`src/rtl/obc_dft_pkg.sv`:
```
// Shared definitions for the OBC 16-point DFT datapath.
// Holds the FSM states and the common sample-to-slice bit mapping.
package obc_dft_pkg;

    localparam int N_POINTS = 16;
    localparam int ROM_W    = 32;
    localparam int MAX_DW   = 32;
    localparam int VEC_W    = N_POINTS * MAX_DW;

    typedef enum logic [1:0] {
        IDLE,
        RUN,
        DONE
    } state_e;

    // Bit j of every sample k, packed so that bit k of the result feeds x0k.
    function automatic logic [N_POINTS-1:0] slice_of(
        input logic [VEC_W-1:0] vec,
        input int               dw,
        input int               j
    );
        logic [N_POINTS-1:0] s;
        logic [VEC_W-1:0]    t;
        s = '0;
        for (int k = 0; k < N_POINTS; k++) begin
            t    = vec >> (k * dw + j);
            s[k] = t[0];
        end
        return s;
    endfunction

endpackage

```
`src/rtl/obc_slice_shifter.sv`:
```
// Sixteen parallel right-shift registers presenting one bit column.
// The LSB column of the registers is the current ROM slice.
module obc_slice_shifter
    import obc_dft_pkg::*;
#(
    parameter int DW = 8
) (
    input  logic                   clk,
    input  logic                   rst,
    input  logic                   load_i,
    input  logic                   shift_i,
    input  logic [N_POINTS*DW-1:0] data_i,
    output logic [N_POINTS-1:0]    col_o
);

    logic [N_POINTS*DW-1:0] sh_q;
    logic [N_POINTS*DW-1:0] sh_d;

    // Load a fresh vector or shift every sample one bit toward the LSB.
    always_comb begin
        sh_d = sh_q;
        if (load_i) begin
            sh_d = data_i;
        end else if (shift_i) begin
            for (int k = 0; k < N_POINTS; k++) begin
                sh_d[k*DW +: DW] = sh_q[k*DW +: DW] >> 1;
            end
        end
    end

    // Shift register state; zeros shift in, so the column clears itself.
    always_ff @(posedge clk or posedge rst) begin
        if (rst) begin
            sh_q <= '0;
        end else begin
            sh_q <= sh_d;
        end
    end

    assign col_o = slice_of(VEC_W'(sh_q), DW, 0);

endmodule

```
`src/rtl/obc_da_slice_sequencer.sv`:
```
// Bit-serial driver and shift-accumulator around one OBC DA ROM.
// Feeds slices LSB first and sums the returned words into one DFT term.
module obc_da_slice_sequencer
    import obc_dft_pkg::*;
#(
    parameter int DW    = 8,
    parameter int ACC_W = 32
) (
    input  logic                   clk,
    input  logic                   rst,
    input  logic                   in_valid,
    output logic                   in_ready,
    input  logic [N_POINTS*DW-1:0] samples,
    output logic [N_POINTS-1:0]    slice,
    output logic                   m,
    input  logic [ROM_W-1:0]       romout,
    output logic [ACC_W-1:0]       result,
    output logic                   out_valid,
    input  logic                   out_ready
);

    localparam int             CW   = (DW > 1) ? $clog2(DW) : 1;
    localparam logic [CW-1:0]  LAST = CW'(DW - 1);

    state_e            state_q, state_d;
    logic [CW-1:0]     cnt_q, cnt_d;
    logic [ACC_W-1:0]  acc_q, acc_d;
    logic [ACC_W-1:0]  result_q, result_d;
    logic              ov_q, ov_d;
    logic              m_q, m_d;
    logic              rdy_q, rdy_d;
    logic              load;
    logic              shift;
    logic [ACC_W-1:0]  rom_ext;
    logic [ACC_W-1:0]  term;

    assign rom_ext = ACC_W'($signed(romout));
    assign term    = rom_ext << cnt_q;

    obc_slice_shifter #(
        .DW(DW)
    ) u_shifter (
        .clk    (clk),
        .rst    (rst),
        .load_i (load),
        .shift_i(shift),
        .data_i (samples),
        .col_o  (slice)
    );

    // Next-state, accumulate and handshake decisions.
    always_comb begin
        state_d  = state_q;
        cnt_d    = cnt_q;
        acc_d    = acc_q;
        result_d = result_q;
        ov_d     = ov_q;
        m_d      = m_q;
        load     = 1'b0;
        shift    = 1'b0;
        unique case (state_q)
            IDLE: begin
                if (in_valid && rdy_q) begin
                    load    = 1'b1;
                    acc_d   = '0;
                    cnt_d   = '0;
                    m_d     = (DW == 1);
                    state_d = RUN;
                end
            end
            RUN: begin
                acc_d = acc_q + term;
                shift = 1'b1;
                if (cnt_q == LAST) begin
                    result_d = acc_d;
                    ov_d     = 1'b1;
                    m_d      = 1'b0;
                    state_d  = DONE;
                end else begin
                    cnt_d = cnt_q + 1'b1;
                    m_d   = (cnt_d == LAST);
                end
            end
            DONE: begin
                if (ov_q && out_ready) begin
                    ov_d    = 1'b0;
                    state_d = IDLE;
                end
            end
            default: begin
                state_d = IDLE;
            end
        endcase
        rdy_d = (state_d == IDLE);
    end

    // State and datapath registers; reset aborts any transaction.
    always_ff @(posedge clk or posedge rst) begin
        if (rst) begin
            state_q  <= IDLE;
            cnt_q    <= '0;
            acc_q    <= '0;
            result_q <= '0;
            ov_q     <= 1'b0;
            m_q      <= 1'b0;
            rdy_q    <= 1'b0;
        end else begin
            state_q  <= state_d;
            cnt_q    <= cnt_d;
            acc_q    <= acc_d;
            result_q <= result_d;
            ov_q     <= ov_d;
            m_q      <= m_d;
            rdy_q    <= rdy_d;
        end
    end

    assign in_ready  = rdy_q;
    assign m         = m_q;
    assign result    = result_q;
    assign out_valid = ov_q;

endmodule

```
`config.mk`:
```
export PLATFORM = sky130hd
export DESIGN_NAME = obc_da_slice_sequencer
export DESIGN_NICKNAME = d
export VERILOG_FILES = /design/src/rtl/obc_dft_pkg.sv /design/src/rtl/obc_slice_shifter.sv /design/src/rtl/obc_da_slice_sequencer.sv
export SDC_FILE = /design/constraint.sdc
export NUM_CORES = 1
export LEC_CHECK = 0
export ABC_CLOCK_PERIOD_IN_PS = 4800
export BUFFER_PORTS_ARGS = -buffer_cell sky130_fd_sc_hd__buf_4
export CAP_MARGIN = 30
export CELL_PAD_IN_SITES_DETAIL_PLACEMENT = 1
export CELL_PAD_IN_SITES_GLOBAL_PLACEMENT = 2
export CORE_MARGIN = 2
export CORE_UTILIZATION = 35
export CTS_CLUSTER_SIZE = 40
export DETAILED_ROUTE_END_ITERATION = 10
export PLACE_DENSITY = 0.9
export SKIP_LAST_GASP = 1
export SYNTH_ARGS = -nofsm -noshare
export SYNTH_HDL_FRONTEND = slang
export SYNTH_HIERARCHICAL = 1
export SYNTH_SLANG_ARGS = --single-unit
```
`constraint.sdc`:
```
create_clock -name clk -period 4.8 [get_ports clk]
set_input_delay 0.96 -clock clk [delete_from_list [all_inputs] [get_ports clk]]
set_output_delay 0.96 -clock clk [all_outputs]
set_load 0.02 [all_outputs]
```
# Yosys cells after proc, flatten, opt, wreduce, memory -nomap -nowiden
# Index checks and enable logic that the tools add are counted.
word_totals:
  out_inout_bits: 51
  in_bits: 164
  word_cells: 50
  reg_bits: 200
classes:
  n_eq_ne: 8
  addsub: 2
  muxes: 20
  n_reduce_logical: 11
  shift: 1
op_table:
  columns: ["op", "count"]
  rows:
  - ["128-bit 2-to-1 mux", 2]
  - ["32-bit case mux with 2 select lines", 1]
  - ["32-bit adder", 1]
  - ["32-bit 2-to-1 mux", 1]
  - ["32-bit by 3-bit << shifter with 32-bit output", 1]
  - ["2-bit inequality test, second input constant", 4]
  - ["1-bit 2-to-1 mux", 7]
  - ["3-bit equality test, second input constant", 2]
  - ["2-bit 2-to-1 mux", 3]
  - ["3-bit 2-to-1 mux", 2]
  - ["2-bit case mux with 3 select lines", 1]
  - ["3-bit case mux with 2 select lines", 1]
  - ["3-bit AND reduction", 2]
  - ["2-bit nonzero test", 3]
  - ["2-bit zero test", 2]
  - ["1-bit case mux with 2 select lines", 2]
  - ["2-bit AND reduction", 2]
  - ["3-bit by 1-bit adder with 3-bit output, second input constant", 1]
  - ["2-bit by 1-bit equality test with 1-bit output, second input constant", 1]
  - ["2-bit equality test, second input constant", 1]
  - ["1-bit logical AND", 2]

# Logic depth before layout (Yosys ltp)
logic_depth:
  depth_word: 4
  depth_mapped: 16

# Hierarchy
# The synthesis kept the hierarchy.
by_module_without_submodules:
  columns: ["mod", "seq_area_each_um2", "area_each_um2", "n_inst", "cells_per_inst"]
  rows:
  - ["obc_slice_shifter", 3203.1, 6057.1, 1, 571]
  - ["obc_da_slice_sequencer", 1801.7, 5749.3, 1, 654]

# Least setup slack after synthesis
# OpenSTA, ideal clock, no wires.
synth_path:
  path_type: "reg2reg"
  startpoint: "reg cnt_q[1]"
  endpoint: "reg acc_q[30]"
  path_slack_ns: 1.136
  setup_ns: 0.128
  path_stages_with_launch: 14
  path_buffers: 3
  arrival_ns: 3.536
  path_cell_list: "dfrtp_1 -> buf_4 -> buf_1 -> mux2_2 -> mux4_2 -> ha_1 -> buf_2 -> a21oi_1 -> o21ai_1 -> a221oi_2 -> o31ai_1 -> or4b_1 -> nand3_1 -> nand3_1"
synth_via:
  elab_chain_len: 3
synth_lines:
  columns: ["element", "line", "source"]
  rows:
  - ["start, declared", "obc_da_slice_sequencer.sv:26", "logic [CW-1:0] cnt_q, cnt_d;"]
  - ["start signal, assigned", "obc_da_slice_sequencer.sv:109", "cnt_q <= cnt_d;"]
  - ["32-bit by 3-bit << shifter with 32-bit output", "obc_da_slice_sequencer.sv:38", "assign term = rom_ext << cnt_q;"]
  - ["32-bit adder", "obc_da_slice_sequencer.sv:72", "acc_d = acc_q + term;"]
  - ["32-bit case mux with 2 select lines", "obc_da_slice_sequencer.sv:61", "unique case (state_q)"]
  - ["end signal, assigned", "obc_da_slice_sequencer.sv:102", "acc_q <= '0;"]
  - ["end signal, assigned", "obc_da_slice_sequencer.sv:110", "acc_q <= acc_d;"]
  - ["end, declared", "obc_da_slice_sequencer.sv:27", "logic [ACC_W-1:0] acc_q, acc_d;"]
# Every way passes these cells.
# A chain may end at the register's enable or synchronous reset.

# Worst setup path in the final report
layout_path:
  startpoint: "reg cnt_q[1]"
  endpoint: "reg acc_q[21]"
# Same word-level chain as after synthesis.

==> impl_metrics.py <==
metrics = {
    "setup_path": {
        "endpoint_kind": "flip-flop",
        "setup.worst_path.class": "flip-flop to flip-flop",
        "worst_setup_path_start_kind": "flip-flop",
        "arrival_ns": 4.50,
        "worst_ep_required_time_ns": 5.12,
        "cp_max_fo": 23,
        "ff2ff_path_depth": 11,
    },
    "timing": {
        "worst_slew_margin_rel": 0.0453,
        "fin_hold_ws_ns": 0.489,
        "worstMarginPinSlew_ns": 1.43,
        "fmax_mhz": 239,
        "finalCritPeriodShare": 0.870,
        "final_max_slew_viol_count": 0,
        "fin_skew_ns": 0.0233,
        "grt_setup_unrepaired": "no",
        "final-setup-viol-count": 0,
        "hold_viol_final": 0,
        "layout_min_cycle_time_ns": 4.18,
        "tns_ns": 0,
    },
    "finish": {
        "multi_input_area_um2": 6090,
        "final_cells": 1830,
        "nFillCells": 3887,
        "antenna_cells_inserted": 0,
        "final_nets": 1569,
        "area_growth_syn_to_layout_pct": 19.2,
        "register_area_um2": 5000,
        "layout-drive-gt1-share": 0.232,
        "layout.cells.most_common_list": "nand2_1 (226), buf_4 (222), dfrtp_1 (200)",
        "layout_commonest_cell": "nand2_1",
        "postLayoutCellArea_um2": 14100,
    },
    "synthesis": {
        "synth_seq_cells": 200,
        "synthCells": 1225,
        "synth_enable_flop_cells": 0,
        "yosysWarningCount": 6,
        "synth_top_cell_by_area": "dfrtp_1",
        "proportion_of_register_bits_with_asynchronous_set_or_reset_after_synthesis": 1.00,
        "netlist-cell-type-count": 68,
        "total_standard_cell_area_after_synthesis_um2": 11800,
        "postSynthAreaPerCell_um2": 9.64,
        "synth_area_leaders": "dfrtp_1 (42%), mux2i_1 (11%), nand2_1 (7.2%), o21ai_1 (4.9%), ha_1 (3.6%)",
        "net_count_synth": 1424,
        "post-synth-top-area-fraction": 0.424,
        "ys_seq_area_frac": 0.424,
        "synth_top_flop_cell": "dfrtp_1",
    },
    "global_route": {
        "grt_antenna_before_repair": 0,
        "first_global_vias": 9846,
        "grt_usage": 0.190,
        "grt_pass1_wl_um": 53400,
        "grt_max_degree": 203,
        "grt_overflow": 0,
    },
    "floorplanning": {
        "placeableCoreArea_um2": 33400,
        "initial_utilization": 0.354,
        "floorplan.io_pins": 215,
        "chip_width_um": 188,
        "fp-row-count": 67,
        "die-height_um": 188,
        "die-area_um2": 35200,
    },
    "clock_tree": {
        "cts-buffers-inserted": 17,
        "tritoncts": "done",
        "clk_pin_slew_worst_paths_ns": 0.08,
        "holdBufCountCts": 0,
        "post_cts_resized": 0,
        "clock-root-buffer": "clkbuf_16",
        "max-clock-path-buffers": 2,
        "htreeDepth": 4,
        "numClockSinks": 200,
        "post-cts-setup-buffer-count": 0,
        "worst_skew_pair.late_latency_ns": 0.46,
    },
    "power_and_ir_drop": {
        "power_frac_comb": 0.095,
        "power_spent_charging_and_discharging_nets_uw": 891,
        "leakagePower_nw": 5.56,
        "clock_power_share": 0.433,
        "vdd.ir_drop.worst_v": 0.000239,
        "switching_share": 0.249,
        "power_density_nw_per_um2": 255,
        "intPower_mw": 2.69,
        "share_seq_of_total_power": 0.471,
    },
    "job": {
        "timing.max_cap.violations": 0,
    },
    "routing": {
        "wl_per_cell_um": 18.2,
        "routed-via-count": 9618,
        "detail-route-antenna-nets": 0,
        "finalWirelength_um": 33400,
        "drc": 0,
        "drt_iter0_markers": 403,
        "drt_pre_antenna_iters": 4,
        "routed_via_density": 5.26,
    },
    "placement": {
        "postPlaceCellArea_um2": 13400,
        "dp_cells": 1799,
        "dp_hpwl_um": 24100,
        "place.port_buffers": 214,
        "gp_weighted_congestion": 0.873,
    },
    "worst_hold_path": {
        "holdCritPathClass": "flip-flop to flip-flop",
        "timing.hold.worst_path_depth": 2,
    },
    "status": {
        "outcome": "finished clean",
    },
}
per-layer routing:
metal  vias up  wire (µm)  global-route usage  part of all wire
li1       4634          -                   -                 -
met1      4744      15900               0.259              0.48
met2       213      15500               0.311              0.47
met3        27       1510              0.0371             0.045
met4         0        425              0.0454             0.013
met5         -          0                   0                 0
Yosys cell counts, drive strengths merged, types with 12 or more instances:
master,instances
buf,61
clkbuf,39
a21oi,55
nand2,227
dfrtp,200
nor3,13
nand4,12
mux4,15
mux2,32
ha,34
nand3,22
a22o,16
mux2i,128
xnor2,13
nor2,45
nand2b,25
o21ai,173
final cells by class:
class                      count  area share
clock buffer                  18      0.0312
clock inverter                13      0.0129
inverter                      11     0.00356
multi-input combinational    914       0.433
sequential                   200       0.356
tap                          448      0.0398
timing repair buffer         226       0.124
power by group through the flow:
stage                     Clock [mW]  Combinational [mW]  Sequential (mW)
after detailed placement           0               0.343             1.72
after global routing            1.67               0.378             1.69
after floorplan                    0               0.171             1.72
after global placement             0               0.340             1.72
after CTS                       1.61               0.345             1.69
final                           1.55               0.341             1.69
final timing paths:
| path | startpoint | endpoint | slack (ns) |
|---|---|---|---|
| worst max register to register | cnt_q[1] | acc_q[21] | 0.62 |
| min in group asynchronous | rst | result[1] | 0.60 |
| max in group asynchronous | rst | state_q[1] | 3.23 |
| worst min-delay path | result[16] | result[16] | 0.49 |
| worst min register to register | result[16] | result[16] | 0.49 |
| worst max-delay path | cnt_q[1] | acc_q[21] | 0.62 |
critical path, stage by stage, from the launching register on:
cell and delay (ns):
dfrtp_1 0.88, mux2_2 0.45, mux2i_1 0.17, o21ai_0 0.16, ha_1 0.39, a21oi_1 0.42, o21ai_0 0.15, a31oi_1 0.38
nand3_1 0.20, a21oi_2 0.42, xor2_1 0.32, o21ai_1 0.10
metrics by stage:
step	power [mW]	worst slack [ns]	utilization
2_1_floorplan	1.89	0.427	-
3_3_place_gp	2.06	0.608	0.403
3_5_place_dp	2.07	0.614	0.403
4_1_cts	3.64	0.630	0.422
5_1_grt	3.73	0.304	0.422
6_report	3.59	0.622	0.422
cell families after synthesis:
logic type / after synthesis / synth area share
compound gates: 314 / 0.158
xor+xnor: 23 / 0.0171
fa+ha+maj: 35 / 0.0377
buf+inv: 111 / 0.0605
flops: 200 / 0.424
mux: 175 / 0.168
simple gates: 367 / 0.136
state kept, by name, summed over array words and instances, names as in the netlist:
| name | count |
|---|---|
| acc_q | 32 |
| cnt_q | 3 |
| in_ready | 1 |
| m | 1 |
| out_valid | 1 |
| result | 32 |
| state_q | 2 |
| u_shifter/sh_q | 128 |
Note: power is estimated with default switching activity, not from simulation.
